$ cat config.mk
export PLATFORM = sky130hd
export DESIGN_NAME = mem_request_master
export DESIGN_NICKNAME = d
export VERILOG_FILES = /design/src/rtl/mem_request_master.sv
export SDC_FILE = /design/constraint.sdc
export NUM_CORES = 1
export LEC_CHECK = 0
export BUFFER_PORTS_ARGS = -buffer_cell sky130_fd_sc_hd__buf_2
export CAP_MARGIN = 5
export CORE_MARGIN = 2
export CORE_UTILIZATION = 49
export CTS_CLUSTER_DIAMETER = 150
export DETAILED_ROUTE_END_ITERATION = 7
export PLACE_DENSITY = 0.82
export SETUP_SLACK_MARGIN = 0.02
export SLEW_MARGIN = 15
export SYNTH_ARGS = -nofsm -noshare
export SYNTH_HDL_FRONTEND = slang
export SYNTH_SLANG_ARGS = --single-unit
$ cat constraint.sdc
create_clock -name clk -period 2.65 [get_ports clk]
set_input_delay 0.265 -clock clk [delete_from_list [all_inputs] [get_ports clk]]
set_output_delay 0.265 -clock clk [all_outputs]
set_load 0.02 [all_outputs]
$ cat src/rtl/mem_request_master.sv
// mem_request_master: one-at-a-time load/store initiator for the data-memory port.
// Range-checks the word-aligned address and drives a read or write strobe
// until the memory signals ready or the wait budget runs out. Exactly one
// response pulse is returned per accepted request.
module mem_request_master #(
    parameter logic [31:0] ADDR_BASE = 32'd1024,
    parameter int          MEM_BYTES = 512,
    parameter logic [15:0] TIMEOUT   = 16'd255
) (
    input  logic        clk,
    input  logic        rst_n,
    input  logic        i_req_valid,
    output logic        o_req_ready,
    input  logic        i_req_write,
    input  logic [31:0] i_req_addr,
    input  logic [31:0] i_req_wdata,
    output logic        o_resp_valid,
    output logic        o_resp_err,
    output logic [31:0] o_resp_rdata,
    output logic        o_busy,
    output logic        o_mem_read,
    output logic        o_mem_write,
    output logic [31:0] o_mem_address,
    output logic [31:0] o_mem_write_data,
    input  logic [31:0] i_mem_read_data,
    input  logic        i_mem_ready
);

    typedef enum logic [1:0] {IDLE, RD, WR, RESP} state_t;

    // Window limits widened to 33 bits so base + size can never wrap.
    localparam logic [32:0] LO_ADDR = {1'b0, ADDR_BASE};
    localparam logic [32:0] HI_ADDR = {1'b0, ADDR_BASE} + 33'(MEM_BYTES) - 33'd4;

    state_t      r_state, w_state_next;
    logic [31:0] r_addr, w_addr_next;
    logic [31:0] r_wdata, w_wdata_next;
    logic [15:0] r_wait, w_wait_next;
    logic        r_err, w_err_next;
    logic [31:0] r_rdata, w_rdata_next;

    logic [31:0] w_aligned;
    logic        w_in_range;
    logic [15:0] w_wait_inc;
    logic        w_timeout;

    assign w_aligned  = i_req_addr & ~32'h3;
    assign w_in_range = ({1'b0, w_aligned} >= LO_ADDR) && ({1'b0, w_aligned} <= HI_ADDR);
    // Saturate so a disabled timeout never lets the counter wrap.
    assign w_wait_inc = (r_wait == 16'hFFFF) ? r_wait : r_wait + 16'd1;
    assign w_timeout  = (TIMEOUT != 16'd0) && (w_wait_inc == TIMEOUT);

    // Strobes and handshake flags are pure state decodes.
    assign o_req_ready      = (r_state == IDLE);
    assign o_busy           = (r_state != IDLE);
    assign o_mem_read       = (r_state == RD);
    assign o_mem_write      = (r_state == WR);
    assign o_resp_valid     = (r_state == RESP);
    assign o_mem_address    = r_addr;
    assign o_mem_write_data = r_wdata;
    assign o_resp_err       = r_err;
    assign o_resp_rdata     = r_rdata;

    // Register all state; reset drops strobes immediately and forgets any request.
    always_ff @(posedge clk or negedge rst_n) begin
        if (!rst_n) begin
            r_state <= IDLE;
            r_addr  <= 32'd0;
            r_wdata <= 32'd0;
            r_wait  <= 16'd0;
            r_err   <= 1'b0;
            r_rdata <= 32'd0;
        end else begin
            r_state <= w_state_next;
            r_addr  <= w_addr_next;
            r_wdata <= w_wdata_next;
            r_wait  <= w_wait_next;
            r_err   <= w_err_next;
            r_rdata <= w_rdata_next;
        end
    end

    // Next-state and datapath decisions; everything holds unless updated.
    always_comb begin
        w_state_next = r_state;
        w_addr_next  = r_addr;
        w_wdata_next = r_wdata;
        w_wait_next  = r_wait;
        w_err_next   = r_err;
        w_rdata_next = r_rdata;
        case (r_state)
            IDLE: begin
                if (i_req_valid) begin
                    w_addr_next  = w_aligned;
                    w_wdata_next = i_req_wdata;
                    w_wait_next  = 16'd0;
                    if (w_in_range) begin
                        w_state_next = i_req_write ? WR : RD;
                    end else begin
                        // Out-of-window requests never touch the memory.
                        w_state_next = RESP;
                        w_err_next   = 1'b1;
                        w_rdata_next = 32'd0;
                    end
                end
            end
            RD: begin
                if (i_mem_ready) begin
                    w_state_next = RESP;
                    w_err_next   = 1'b0;
                    w_rdata_next = i_mem_read_data;
                end else begin
                    w_wait_next = w_wait_inc;
                    if (w_timeout) begin
                        w_state_next = RESP;
                        w_err_next   = 1'b1;
                        w_rdata_next = 32'd0;
                    end
                end
            end
            WR: begin
                // Stores leave the read-data register untouched.
                if (i_mem_ready) begin
                    w_state_next = RESP;
                    w_err_next   = 1'b0;
                end else begin
                    w_wait_next = w_wait_inc;
                    if (w_timeout) begin
                        w_state_next = RESP;
                        w_err_next   = 1'b1;
                    end
                end
            end
            RESP: begin
                w_state_next = IDLE;
            end
            default: begin
                w_state_next = IDLE;
            end
        endcase
    end

endmodule
# Yosys cells after proc, flatten, opt, wreduce, memory -nomap -nowiden
# Cells that the tools add are included.
[totals]
wordCells = 50
inputBits = 101
out_inout_bits = 102
register_bits = 113
[op_classes]
mux = 20
order_cmp = 2
n_eq_ne = 10
add_sub_neg = 1
reduce_logical = 11
[ops]
columns = ["operator", "n"]
rows = [
  ["$mux W32", 4],
  ["$pmux W32 S2", 1],
  ["$mux W16", 3],
  ["$ge A32 B11 Y1 const B", 1],
  ["$le A32 B11 Y1 const B", 1],
  ["$pmux W16 S2", 1],
  ["$add A16 B1 Y16 const B", 1],
  ["$eq A16 B16 Y1 const B", 1],
  ["$eq A16 B8 Y1 const B", 1],
  ["$mux W2", 5],
  ["$reduce_and A4 Y1", 2],
  ["$ne A2 B2 Y1 const B", 3],
  ["$ne A3 B1 Y1 const B", 2],
  ["$pmux W2 S3", 1],
  ["$reduce_bool A2 Y1", 3],
  ["$eq A2 B2 Y1 const B", 2],
  ["$mux W1", 4],
  ["$reduce_and A2 Y1", 2],
  ["$reduce_and A3 Y1", 1],
  ["$eq A2 B1 Y1 const B", 1],
  ["$logic_not A2 Y1", 1],
  ["$pmux W1 S2", 1],
  ["$reduce_or A2 Y1", 1],
  ["$logic_and A1 B1 Y1", 1],
]

# Depth between registers and ports, before layout
# Gate-level depths: netlist of the first run.
[depth]
depth_word = 6
depth_mapped = 11
depth_no_buf = 8

# Worst setup path after synthesis of the first run
# Ideal clock, no wire load.
[synth_path]
path_kind = "flip-flop to flip-flop"
startpoint = "register r_state[0]"
endpoint = "register r_wait[11]"
synth_period_minus_slack_ns = 2.165
t_arrival_ns = 2.034
path_buffers = 2
setup_ns = 0.131
path_slack_ns = 0.485
required_ns = 2.519
stages_incl_launch_ff = 10
path_cell_list = "dfrtp_1 inv_1 ha_1 clkbuf_1 inv_1 o21ai_0 clkbuf_1 a21oi_1 o21ai_0 o21ai_0"
[synth_between]
word_cells_on_any_way = 9
classes_between = "eq/ne (4); mux (1); reduce/logical (4)"
[synth_rtl]
columns = ["item", "line_no", "source"]
rows = [
  ["from (decl)", "35", "state_t r_state, w_state_next;"],
  ["from (signal assigned)", "74", "r_state <= w_state_next;"],
  ["$logic_not A2 Y1 *", "n/a", ""],
  ["net o_req_ready", "13", "output logic o_req_ready,"],
  ["$ne A2 B2 Y1 (no source line) / $reduce_bool A2 Y1 (equally long branches)", "n/a", ""],
  ["$reduce_and A3 Y1 (no source line)", "n/a", ""],
  ["to (signal assigned)", "77", "r_wait <= w_wait_next;"],
  ["to (decl)", "38", "logic [15:0] r_wait, w_wait_next;"],
]
# The timed path passes the listed nets; every way through them passes the cells marked *.
# A chain may end at the register's enable or synchronous reset.

# Worst setup path in the final report of the first run
[layout_path]
startpoint = "register r_wait[0]"
endpoint = "register r_rdata[5], in the netlist o_resp_rdata[5]"
[layout_between]
elab_chain_cells = 5
word_cells_on_any_way = 6
classes_between = "add/sub (1); eq/ne (3); mux (1); reduce/logical (1)"
[layout_lines]
columns = ["item", "line_no", "source"]
rows = [
  ["$add A16 B1 Y16 / $eq A16 B16 Y1 (equally long branches)", "50", "assign w_wait_inc = (r_wait == 16'hFFFF) ? r_wait : r_wait + 16'd1;"],
  ["$mux W16 *", "50", ""],
  ["$eq A16 B8 Y1 *", "51", "assign w_timeout = (TIMEOUT != 16'd0) && (w_wait_inc == TIMEOUT);"],
  ["$ne A3 B1 Y1 (no source line) *", "n/a", ""],
  ["$reduce_and A4 Y1 (no source line) *", "n/a", ""],
  ["to (signal assigned)", "79", "r_rdata <= w_rdata_next;"],
  ["to (decl)", "40", "logic [31:0] r_rdata, w_rdata_next;"],
]
# Every way passes the cells marked *; elsewhere a longest branch is shown, timed or not.

==> results of run 1 <==
==> repair_timing <==
action                                  in CTS  in global routing
endpoints found under the setup margin       0                  4
hold endpoints to repair                   148                  0
hold buffers                                84                  0
resized for setup                            0                  2
==> routing by layer <==
layer  global-route usage [%]  wire length [um]  share of wire, %
met5                        0                 0                 0
met4                     19.9              1030               5.5
met3                     9.30              1410               7.5
met2                     58.0              9710                52
met1                     35.6              6610                35
==> power by group through the flow <==
stage	Combinational [mW]	Clock (mW)	Sequential, mW
final	4.13	2.34	3.03
after global placement	3.68	0	2.87
after global routing	4.35	2.44	3.08
after CTS	3.94	2.32	2.91
after floorplan	1.63	0	3.72
after detailed placement	3.82	0	2.92
==> logic make-up after synthesis <==
family	count (synthesis)	share of synthesized area, %
DFF	113	54.7
other	1	0.0726
xor gates and xnor gates	2	0.339
muxes	64	13.9
and+or+nand+nor	111	11.5
adders and majority gates	6	1.45
AOI/OAI and AO/OA	119	14.8
buffers and inverters	37	3.15
==> worst paths after layout <==
| kind | end | slack, ns | cells past startpoint |
|---|---|---|---|
| worst max-delay path | o_resp_rdata[5] | 0.13 | 8 |
| worst min-delay path | o_resp_rdata[25] | 0.01 | 3 |
| worst max register to register | o_resp_rdata[5] | 0.13 | 8 |
| worst min register to register | o_mem_address[6] | 0.50 | 1 |
| max in group asynchronous | o_resp_err | 1.47 | 3 |
| min in group asynchronous | o_mem_address[7] | 0.43 | 2 |
==> state kept, by name (all words and copies together) (netlist names) <==
signal,flops
r_wait,16
o_mem_write_data,32
r_state,2
o_resp_err,1
o_mem_address,30
o_resp_rdata,32
==> cell usage in the layout (no fill, tap or decap), drive strengths merged, types with 3 or more instances in the layout <==
cell type / n
nand3: 5
o21ai: 53
dfrtp: 113
inv: 10
nand2: 52
nor4: 7
nor2: 10
nand4: 8
ha: 6
bufinv: 3
a22oi: 32
or2: 3
nor2b: 4
clkinv: 4
clkbuf: 18
clkinvlp: 3
o31ai: 4
dlygate4sd3: 84
a21oi: 9
nor3: 4
mux2: 63
and2: 4
buf: 208
a31oi: 7
==> tightest hold or removal path: cells and delay by family <==
family | cells | cell delay [ns]
AOI/OAI and AO/OA | 2 | 0.14
buffers and inverters | 1 | 0.08
==> cell type report <==
| type | instances | share of cell area (%) |
|---|---|---|
| tap | 136 | 2.19 |
| inverter | 6 | 0.290 |
| clock inverter | 14 | 2.30 |
| multi-input combinational | 304 | 28.3 |
| sequential | 113 | 36.4 |
| timing repair buffer | 292 | 25.1 |
| clock buffer | 18 | 5.38 |
==> synthesized netlist by cell type (all sizes together) (2+ instances only) <==
| master | instances |
|---|---|
| buf | 9 |
| nand2b | 2 |
| nand3 | 5 |
| and4 | 2 |
| nand2 | 52 |
| a222oi | 2 |
| a31oi | 7 |
| mux2 | 63 |
| xnor2 | 2 |
| nor4 | 7 |
| nand4 | 8 |
| or2 | 3 |
| or4 | 2 |
| nor2b | 4 |
| inv | 6 |
| a2bb2oi | 2 |
| and2 | 4 |
| o21ai | 53 |
| nor3 | 4 |
| dfrtp | 113 |
| a21oi | 9 |
| clkbuf | 22 |
| a22o | 2 |
| ha | 6 |
| o31ai | 4 |
| a22oi | 32 |
| a21o | 2 |
| nor2 | 10 |
==> flow_summary.toml, run 1 <==
[yosys]
async_flop_share_pct = 100
syn-instance-count = 453
synth-seq-cells = 113
yosysTopAreaCell = "dfrtp_1"
ys_top_cells_by_area = "dfrtp_1 (55%), mux2_2 (14%), o21ai_0 (4.6%), a22oi_1 (4.6%), nand2_1 (3.8%)"
synth_edf_count = 0
syn_area_mm2 = 0.00517
synth_ff_type = "dfrtp_1"
yosysWarnings = 0
avgSynthCellArea_um2 = 11.4
synth_cell_types = 56
yosys.area.top_type_share_pct = 54.7
synth-seq-area-share_pct = 54.7

[worst_setup_path]
cp.buffers_inverters = 1
crit_path_start = "r_wait[0]"
max_stage_delay_ns = 0.44
crit_family = "simple AND/OR/NAND/NOR gates"
critPathArrivalTime_ns = 2.88
cp-start-kind = "flip-flop"
timing.rr.start = "r_wait[0]"
path_class = "flip-flop to flip-flop"
cp_slowest_cell = "dfrtp_1"
critPathMaxFanout = 33
worstPathCellList = "ha_1 > nand4_1 > nor3_1 > mux2i_1 > o2111ai_2 > nor2_2 > buf_12 > o21ai_0"
setup.worst_path.end_class = "flip-flop"
cp.required_ns = 3.01

[pwr]
p_sw_share_pct = 42.0
p_int_mw = 5.51
p_total_mw = 9.50
vdd.ir_drop.worst_mv = 0.888
p_per_area_mw_per_mm2 = 1220
p_leak_nw = 3.64
comb_power_share_pct = 43.4
seqPwrFrac_pct = 31.9
p_clk_share_pct = 24.7
p_sw_mw = 3.99

[final_layout]
syn_to_final_growth_pct = 50.2
stdcell_count = 883
drive_above_1_share_pct = 43.1
nFillCells = 603
final_net_count = 841
finish.utilization_pct = 75.5
fin_area_mm2 = 0.00776
multiInputGateArea_mm2 = 0.00220
n_antenna_cell = 0
regArea_mm2 = 0.00283

[global_route]
grt_pass1_wl_um = 28500
antenna_found_initial = 0
grt_pass1_vias = 5406
grt_max_degree = 67
gr-usage-all-layers_pct = 33.2
overflow = 0

[timing]
fin_ws_ns = 0.134
relSlewSlack_pct = 44.1
slew_violations = 0
hold_viol_final = 0
tns_ns = 0
tightestPinTransition_ns = 0.839
skew_ns = 0.0199
finalCriticalPeriod_ns = 2.52
min_period_over_period_pct = 94.9
hold_ws_ns = 0.00993
rsz0062_at_grt = "yes"
fmax_mhz = 397
finalSetupViolCount = 0

[clocking]
cts_buffer_depth = 2
cts_max_level = 4
worstSkewPairLatency_ns = 0.53
cts_root_buf = "clkbuf_8"
cts_setup_buffers = 0
path_clk_slew_ns = 0.06
cts_made_buffers = 17
clock-sinks = 113
cts_tree = "yes"

[placement]
post_dp_cell_area_mm2 = 0.00632
place.gp.congestion = 0.887
io_buffers = 198
dp_cells = 767
dp_hpwl_um = 9860
preCtsSetupSlack_ns = 0.259

[outcome]
status = "complete, no violations"

[routing]
antenna_left = 0
drtPass1Iterations = 6
via_per_inst = 5.84
wl_per_cell_um = 21.2
wl_um = 18800
vias = 5161
drc = 0
initialDrtViolationCount = 449

[floorplanning]
fp-row-count = 37
die_w_um = 107
coreArea_mm2 = 0.0103
dieArea_mm2 = 0.0114
initial_core_util_pct = 50.3
ioPinCount = 203
die_h_um = 107

[worst_hold_path]
hold_class = "primary input to flip-flop"
min_from = "i_mem_read_data[25]"

[flow_run]
max_cap_viol_count = 0
(Power assumes the default switching activity.)
==> inputs of run 2 (changes only) <==
--- a/config.mk
+++ b/config.mk
@@ -5,6 +5,7 @@
 export SDC_FILE = /design/constraint.sdc
 export NUM_CORES = 1
 export LEC_CHECK = 0
+export ABC_AREA = 1
 export BUFFER_PORTS_ARGS = -buffer_cell sky130_fd_sc_hd__buf_2
 export CAP_MARGIN = 5
 export CORE_MARGIN = 2
==> run 2 against run 1 <==
Area after synthesis is 3.8% higher. Combinational power is 3% lower. Clock power is 3% higher. Critical path type unchanged. Via count is 5.5% lower. Cell count is 6.7% higher. First-iteration DRC count is 32% lower. Non-clock buffer count is 45 lower. Setup slack better by 0.10 ns. Die area is 3.7% higher. Largest power group unchanged. Clock-buffer cell count is 2 higher.
==> flow_summary.toml, run 2 <==
[placement]
dp_hpwl_um = 9590
io_buffers = 198
place.gp.congestion = 0.878

[routing]
drtPass1Iterations = 5
vias = 4878
antenna_left = 0
wl_per_cell_um = 16.4
initialDrtViolationCount = 306
drc = 0
wl_um = 15400
via_per_inst = 5.18

[yosys]
syn-instance-count = 548
yosys.area.top_type_share_pct = 52.7
synth.top_cells.by_count = "dfrtp_1 (113), nand2_1 (95), nand3_1 (52)"
synth_ff_type = "dfrtp_1"
syn_area_mm2 = 0.00536
synth_edf_count = 0
synth-seq-area-share_pct = 52.7
synth_top_family_by_area = "simple AND/OR/NAND/NOR gates"
synthMuxAreaShare_pct = 9.03
yosysTopAreaCell = "dfrtp_1"
async_flop_share_pct = 100
yosys.area_share.adder_pct = 1.40
synth-simple-area-share_pct = 20.0
synth-xor-area-share_pct = 0.653
avgSynthCellArea_um2 = 9.79
synth_cell_types = 26
yosysWarnings = 0
ys_top_cells_by_area = "dfrtp_1 (53%), mux2_2 (9.0%), nand2_1 (6.6%), o21ai_2 (5.2%), nand3_1 (4.9%)"
yosysMostFrequentCell = "dfrtp_1"
synth_compound_area_share_pct = 9.84
synth-seq-cells = 113

[final_layout]
most-common-layout-cells = "buf_2 (197), dfrtp_1 (112), nand2_1 (94)"
final_net_count = 895
syn_to_final_growth_pct = 40.8
drive_above_1_share_pct = 44.6
layout_commonest_cell = "buf_2"
nFillCells = 758
finish.utilization_pct = 70.3

[timing]
hold_ws_ns = 0.0280
hold_viol_final = 0
finalCriticalPeriod_ns = 2.41
slew_violations = 0
tns_ns = 0
min_period_over_period_pct = 91.1
relSlewSlack_pct = 59.8
tightestPinTransition_ns = 0.603
rsz0062_at_grt = "no"
finalSetupViolCount = 0
skew_ns = 0.00680
fmax_mhz = 414

[pwr]
p_leak_nw = 3.80
comb_power_share_pct = 42.8
p_sw_mw = 3.84
p_sw_share_pct = 41.2
p_per_area_mw_per_mm2 = 1230
seqPwrFrac_pct = 31.2
p_clk_share_pct = 26.0
vdd.ir_drop.worst_mv = 0.707
p_int_mw = 5.49
p_total_mw = 9.32

[worst_setup_path]
endpoint = "o_resp_rdata[20]"
worstPathCellList = "ha_4 > nand2_2 > nor2_4 > nand2_2 > inv_2 > nand2_4 > nand3_1 > nor2_1 > nand2_1 > nor2_1 > nand2_2 > nand2_2 > nand2_4 > buf_12 > nand2_1 > o21ai_2"
cp-start-kind = "flip-flop"
crit_path_start = "r_wait[1]"
cp.required_ns = 3.05
max_stage_delay_ns = 0.43
timing.rr.start = "r_wait[1]"
path_class = "flip-flop to flip-flop"
regToRegSetupSlack_ns = 0.24
cp_slowest_cell = "dfrtp_1"
reg2reg_depth = 16
setup.worst_path.end_class = "flip-flop"
rr_endpoint = "o_resp_rdata[20]"
critPathMaxFanout = 27
critPathArrivalTime_ns = 2.81
path_common_cell = "nand2_2"

[clocking]
cts_buffer_depth = 2
path_clk_slew_ns = 0.06
cts_setup_buffers = 0
cts_made_buffers = 17
cts_root_buf = "clkbuf_8"
worstSkewPairLatency_ns = 0.51
cts_tree = "yes"
cts_max_level = 4
clock-sinks = 113

[floorplanning]
die_w_um = 109
coreArea_mm2 = 0.0107
dieArea_mm2 = 0.0118
ioPinCount = 203
initial_core_util_pct = 49.9
fp-row-count = 38
die_h_um = 109

[global_route]
overflow = 0
grt_pass1_vias = 5158
grt_max_degree = 114
gr-usage-all-layers_pct = 27.0
antenna_found_initial = 1
grt_pass1_wl_um = 24500

[worst_hold_path]
hold_class = "primary input to flip-flop"

[outcome]
status = "complete, no violations"

[flow_run]
max_cap_viol_count = 0
## run 2: worst max-delay path: cells and delay by family (launching register included)
family / cells / cell delay, ns
AOI/OAI and AO/OA: 1 / 0.05
DFF: 1 / 0.43
buffers and inverters: 2 / 0.31
adders and majority gates: 1 / 0.21
and+or+nand+nor: 12 / 1.30
## run 2: worst min path at each step
stage / start / end / slack [ns] / cells past startpoint
after floorplan: rst_n / o_mem_address[10] / -0.03 / 0
after global placement: rst_n / r_wait[9] / 0.39 / 2
after detailed placement: rst_n / r_wait[9] / 0.40 / 2
after CTS: i_req_addr[26] / o_mem_address[26] / 0.0009 / 2
after global routing: i_mem_read_data[24] / o_resp_rdata[24] / 0.02 / 3
final: i_mem_read_data[27] / o_resp_rdata[27] / 0.03 / 3
## run 2: final cells by class
type / count / area, um2 / area share [%]
antenna: 1 / 2.50 / 0.0331
timing repair buffer: 247 / 1520 / 20.1
clock buffer: 20 / 455 / 6.03
sequential: 113 / 2830 / 37.5
inverter: 47 / 176 / 2.34
tap: 140 / 175 / 2.32
clock inverter: 12 / 180 / 2.39
multi-input combinational: 362 / 2220 / 29.4
## run 2: metrics by stage
stage | cells | instance area [um2] | setup WS, ns
final | 942 | 7550 | 0.236
after global routing | 942 | 7550 | 0.0205
after CTS | 941 | 7540 | 0.172
after detailed placement | 867 | 6480 | 0.199
after global placement | 867 | 6480 | 0.256
after floorplan | 549 | 5370 | 0.589
## run 2: power by group through the flow
stage                     Clock, mW  Combinational [mW]  Sequential (mW)
after CTS                      2.45                3.94             2.86
after global routing           2.53                4.31             2.98
after detailed placement          0                3.87             2.87
after global placement            0                3.76             2.82
final                          2.42                3.99             2.91
after floorplan                   0                1.80             3.69
## run 2: per-layer routing
metal | track usage [%] | vias to the layer above | wire [um]
met5 | 0 | - | 0
met4 | 10.5 | 0 | 408
met3 | 7.95 | 32 | 1020
met2 | 48.3 | 224 | 8220
met1 | 30.2 | 2337 | 5790
li1 | - | 2285 | -
## run 2: repair_timing
| item | CTS | global route |
|---|---|---|
| endpoints found under the hold margin | 154 | 0 |
| gates resized for setup | 0 | 3 |
| hold buffers | 42 | 0 |
| setup endpoints to repair | 0 | 26 |
## run 2: kinds of logic after synthesis
logic type | after synthesis
and+or+nand+nor | 227
DFF | 113
AOI/OAI and AO/OA | 80
buffers and inverters | 74
muxes | 43
adders and majority gates | 6
xor gates and xnor gates | 4
other | 1
==> inputs of run 3 (changes only) <==
--- a/config.mk
+++ b/config.mk
@@ -9,10 +9,10 @@
 export BUFFER_PORTS_ARGS = -buffer_cell sky130_fd_sc_hd__buf_2
 export CAP_MARGIN = 5
 export CORE_MARGIN = 2
-export CORE_UTILIZATION = 49
+export CORE_UTILIZATION = 45
 export CTS_CLUSTER_DIAMETER = 150
 export DETAILED_ROUTE_END_ITERATION = 7
-export PLACE_DENSITY = 0.82
+export PLACE_DENSITY = 0.79
 export SETUP_SLACK_MARGIN = 0.02
 export SLEW_MARGIN = 15
 export SYNTH_ARGS = -nofsm -noshare
==> constraint.sdc (replaced) <==
create_clock -name clk -period 2.15 [get_ports clk]
set_input_delay 0.215 -clock clk [delete_from_list [all_inputs] [get_ports clk]]
set_output_delay 0.215 -clock clk [all_outputs]
set_load 0.02 [all_outputs]
==> run 3 against run 2 <==
The run now ends with DRC, setup timing left. Core utilization down 2.6 points. First-iteration DRC count down 35%. Clock skew about the same. Worst hold slack about the same. Die area up 8.6%. Cell count down 0.64%. Clock-buffer cell count up 3. Combinational power up 47%. Setup slack worse by 0.30 ns. Register-to-register slack worse by 0.30 ns. Power up 33%. Clock power up 20%.
==> flow_summary.toml, run 3 (synthesized netlist as in run 2, its figures left out) <==
[outcome]
status = "complete, but fails checks"
violations = "DRC, setup timing"

[pwr]
p_int_mw = 7.41
p_sw_share_pct = 40.1
vdd.ir_drop.worst_mv = 1.02
comb_power_share_pct = 47.5
p_per_area_mw_per_mm2 = 1590
p_leak_nw = 4.05
p_clk_share_pct = 23.4
seqPwrFrac_pct = 29.1
p_sw_mw = 4.97

[final_layout]
multiInputGateArea_mm2 = 0.00247
regArea_mm2 = 0.00283
most-common-layout-cells = "buf_2 (197), dfrtp_1 (110), nand2_1 (82)"
syn_to_final_growth_pct = 45.3
fin_area_mm2 = 0.00779
final_net_count = 887
nFillCells = 876
finish.utilization_pct = 67.7
layout_commonest_cell = "buf_2"
drive_above_1_share_pct = 53.1
n_antenna_cell = 0

[worst_setup_path]
setup.worst_path.end_class = "flip-flop"
path_common_cell = "nand2_4"
worstPathCellList = "ha_4 > nand2_4 > nor2_4 > nand2_4 > inv_4 > nand2_4 > nand3_2 > nor2_2 > nand2_1 > nor2_2 > nand2_2 > nand2_4 > nand2_8 > buf_16 > nand2_2 > o21ai_2"
path_class = "flip-flop to flip-flop"
max_stage_delay_ns = 0.42
cp_slowest_cell = "dfrtp_1"
critPathArrivalTime_ns = 2.52
critPathMaxFanout = 6
cp.required_ns = 2.45
cp-start-kind = "flip-flop"

[clocking]
cts_made_buffers = 17
clock-sinks = 113
cts_max_level = 4
path_clk_slew_ns = 0.05
worstSkewPairLatency_ns = 0.41
cts_buffer_depth = 2
cts_tree = "yes"
cts_root_buf = "clkbuf_16"

[floorplanning]
die_h_um = 113
fp-row-count = 39
ioPinCount = 203
dieArea_mm2 = 0.0128
die_w_um = 113
coreArea_mm2 = 0.0115
initial_core_util_pct = 46.6

[routing]
wl_per_cell_um = 15.8
via_per_inst = 5.16
wl_um = 14800
antenna_left = 0
vias = 4830
drc = 8
initialDrtViolationCount = 200
drtPass1Iterations = 6

[flow_run]
max_cap_viol_count = 0

[global_route]
grt_pass1_vias = 5042
grt_max_degree = 82
gr-usage-all-layers_pct = 23.2
overflow = 0
grt_pass1_wl_um = 23500
antenna_found_initial = 0

[timing]
fin_ws_ns = -0.0669
relSlewSlack_pct = 63.5
skew_ns = 0.00658
tns_ns = -1.49
rsz0062_at_grt = "yes"
tightestPinTransition_ns = 0.547
finalCriticalPeriod_ns = 2.22
slew_violations = 0
hold_ws_ns = 0.0276
finalSetupViolCount = 30
min_period_over_period_pct = 103
fmax_mhz = 451
hold_viol_final = 0

[placement]
preCtsSetupSlack_ns = -0.0797
io_buffers = 198
place.gp.congestion = 0.913
post_dp_cell_area_mm2 = 0.00663
dp_hpwl_um = 10200

[worst_hold_path]
hold_class = "primary input to flip-flop"
==> run 3: changes by cell type in the layout (fill, tap and decap cells not counted), sizes merged <==
cell	change
dlygate4sd3	-41
buf	+29
clkbuf	+5
clkinvlp	-3
clkinv	+2
nand2	+2
bufinv	-1
diode	-1
inv	-1
==> run 3: layout make-up <==
cell class / instances / area share (%)
clock inverters: 9 / 1.65
multi-input cells: 364 / 31.7
flip-flops and latches: 113 / 36.3
repair buffers: 237 / 19.4
clock buffers: 23 / 6.26
inverters: 47 / 2.30
well taps: 143 / 2.30
==> run 3: layer usage <==
layer / track usage, % / wire (um) / share of wire, % / vias up
met5: 0 / 0 / 0 / -
met4: 10.5 / 434 / 2.9 / 0
met3: 7.71 / 1090 / 7.4 / 42
met2: 40.8 / 7550 / 51 / 198
met1: 25.6 / 5700 / 39 / 2306
li1: - / - / - / 2284
==> run 3: final timing paths <==
path	start	to	slack (ns)	depth (start not counted)
worst min-delay path	i_req_addr[2]	o_mem_address[2]	0.03	2
worst max-delay path	r_wait[1]	o_resp_rdata[16]	-0.07	16
max in group asynchronous	rst_n	o_resp_rdata[9]	1.21	3
min in group asynchronous	rst_n	r_wait[12]	0.34	2
worst max register to register	r_wait[1]	o_resp_rdata[16]	-0.07	16
worst min register to register	o_resp_rdata[9]	o_resp_rdata[9]	0.48	2
==> run 3: timing repair <==
item / 4_1_cts / 5_1_grt
setup endpoints to repair: 33 / 34
pin swaps: 5 / 6
endpoints found under the hold margin: 38 / 0
cloned: 6 / 3
buffers inserted: 3 / 2
hold buffers: 1 / 0
gates resized for setup: 44 / 35
==> run 3: through the flow <==
step	power, mW	instances
2_1_floorplan	6.76	549
3_3_place_gp	8.26	889
3_5_place_dp	8.45	889
4_1_cts	12.1	931
5_1_grt	13.0	936
6_report	12.4	936
==> run 3: worst max-delay path: cells and delay by family, from the launching register on <==
| family | cells | cell delay, ns |
|---|---|---|
| simple gates | 12 | 1.17 |
| buf+inv | 2 | 0.26 |
| flops | 1 | 0.42 |
| compound gates | 1 | 0.04 |
| fa+ha+maj | 1 | 0.20 |
==> run 3: power by group through the flow <==
stage	Sequential, mW	Combinational [mW]	Clock, mW
2_1_floorplan	4.54	2.22	0
3_3_place_gp	3.48	4.79	0
3_5_place_dp	3.53	4.92	0
4_1_cts	3.55	5.55	2.95
5_1_grt	3.70	6.29	3.04
6_report	3.60	5.88	2.90
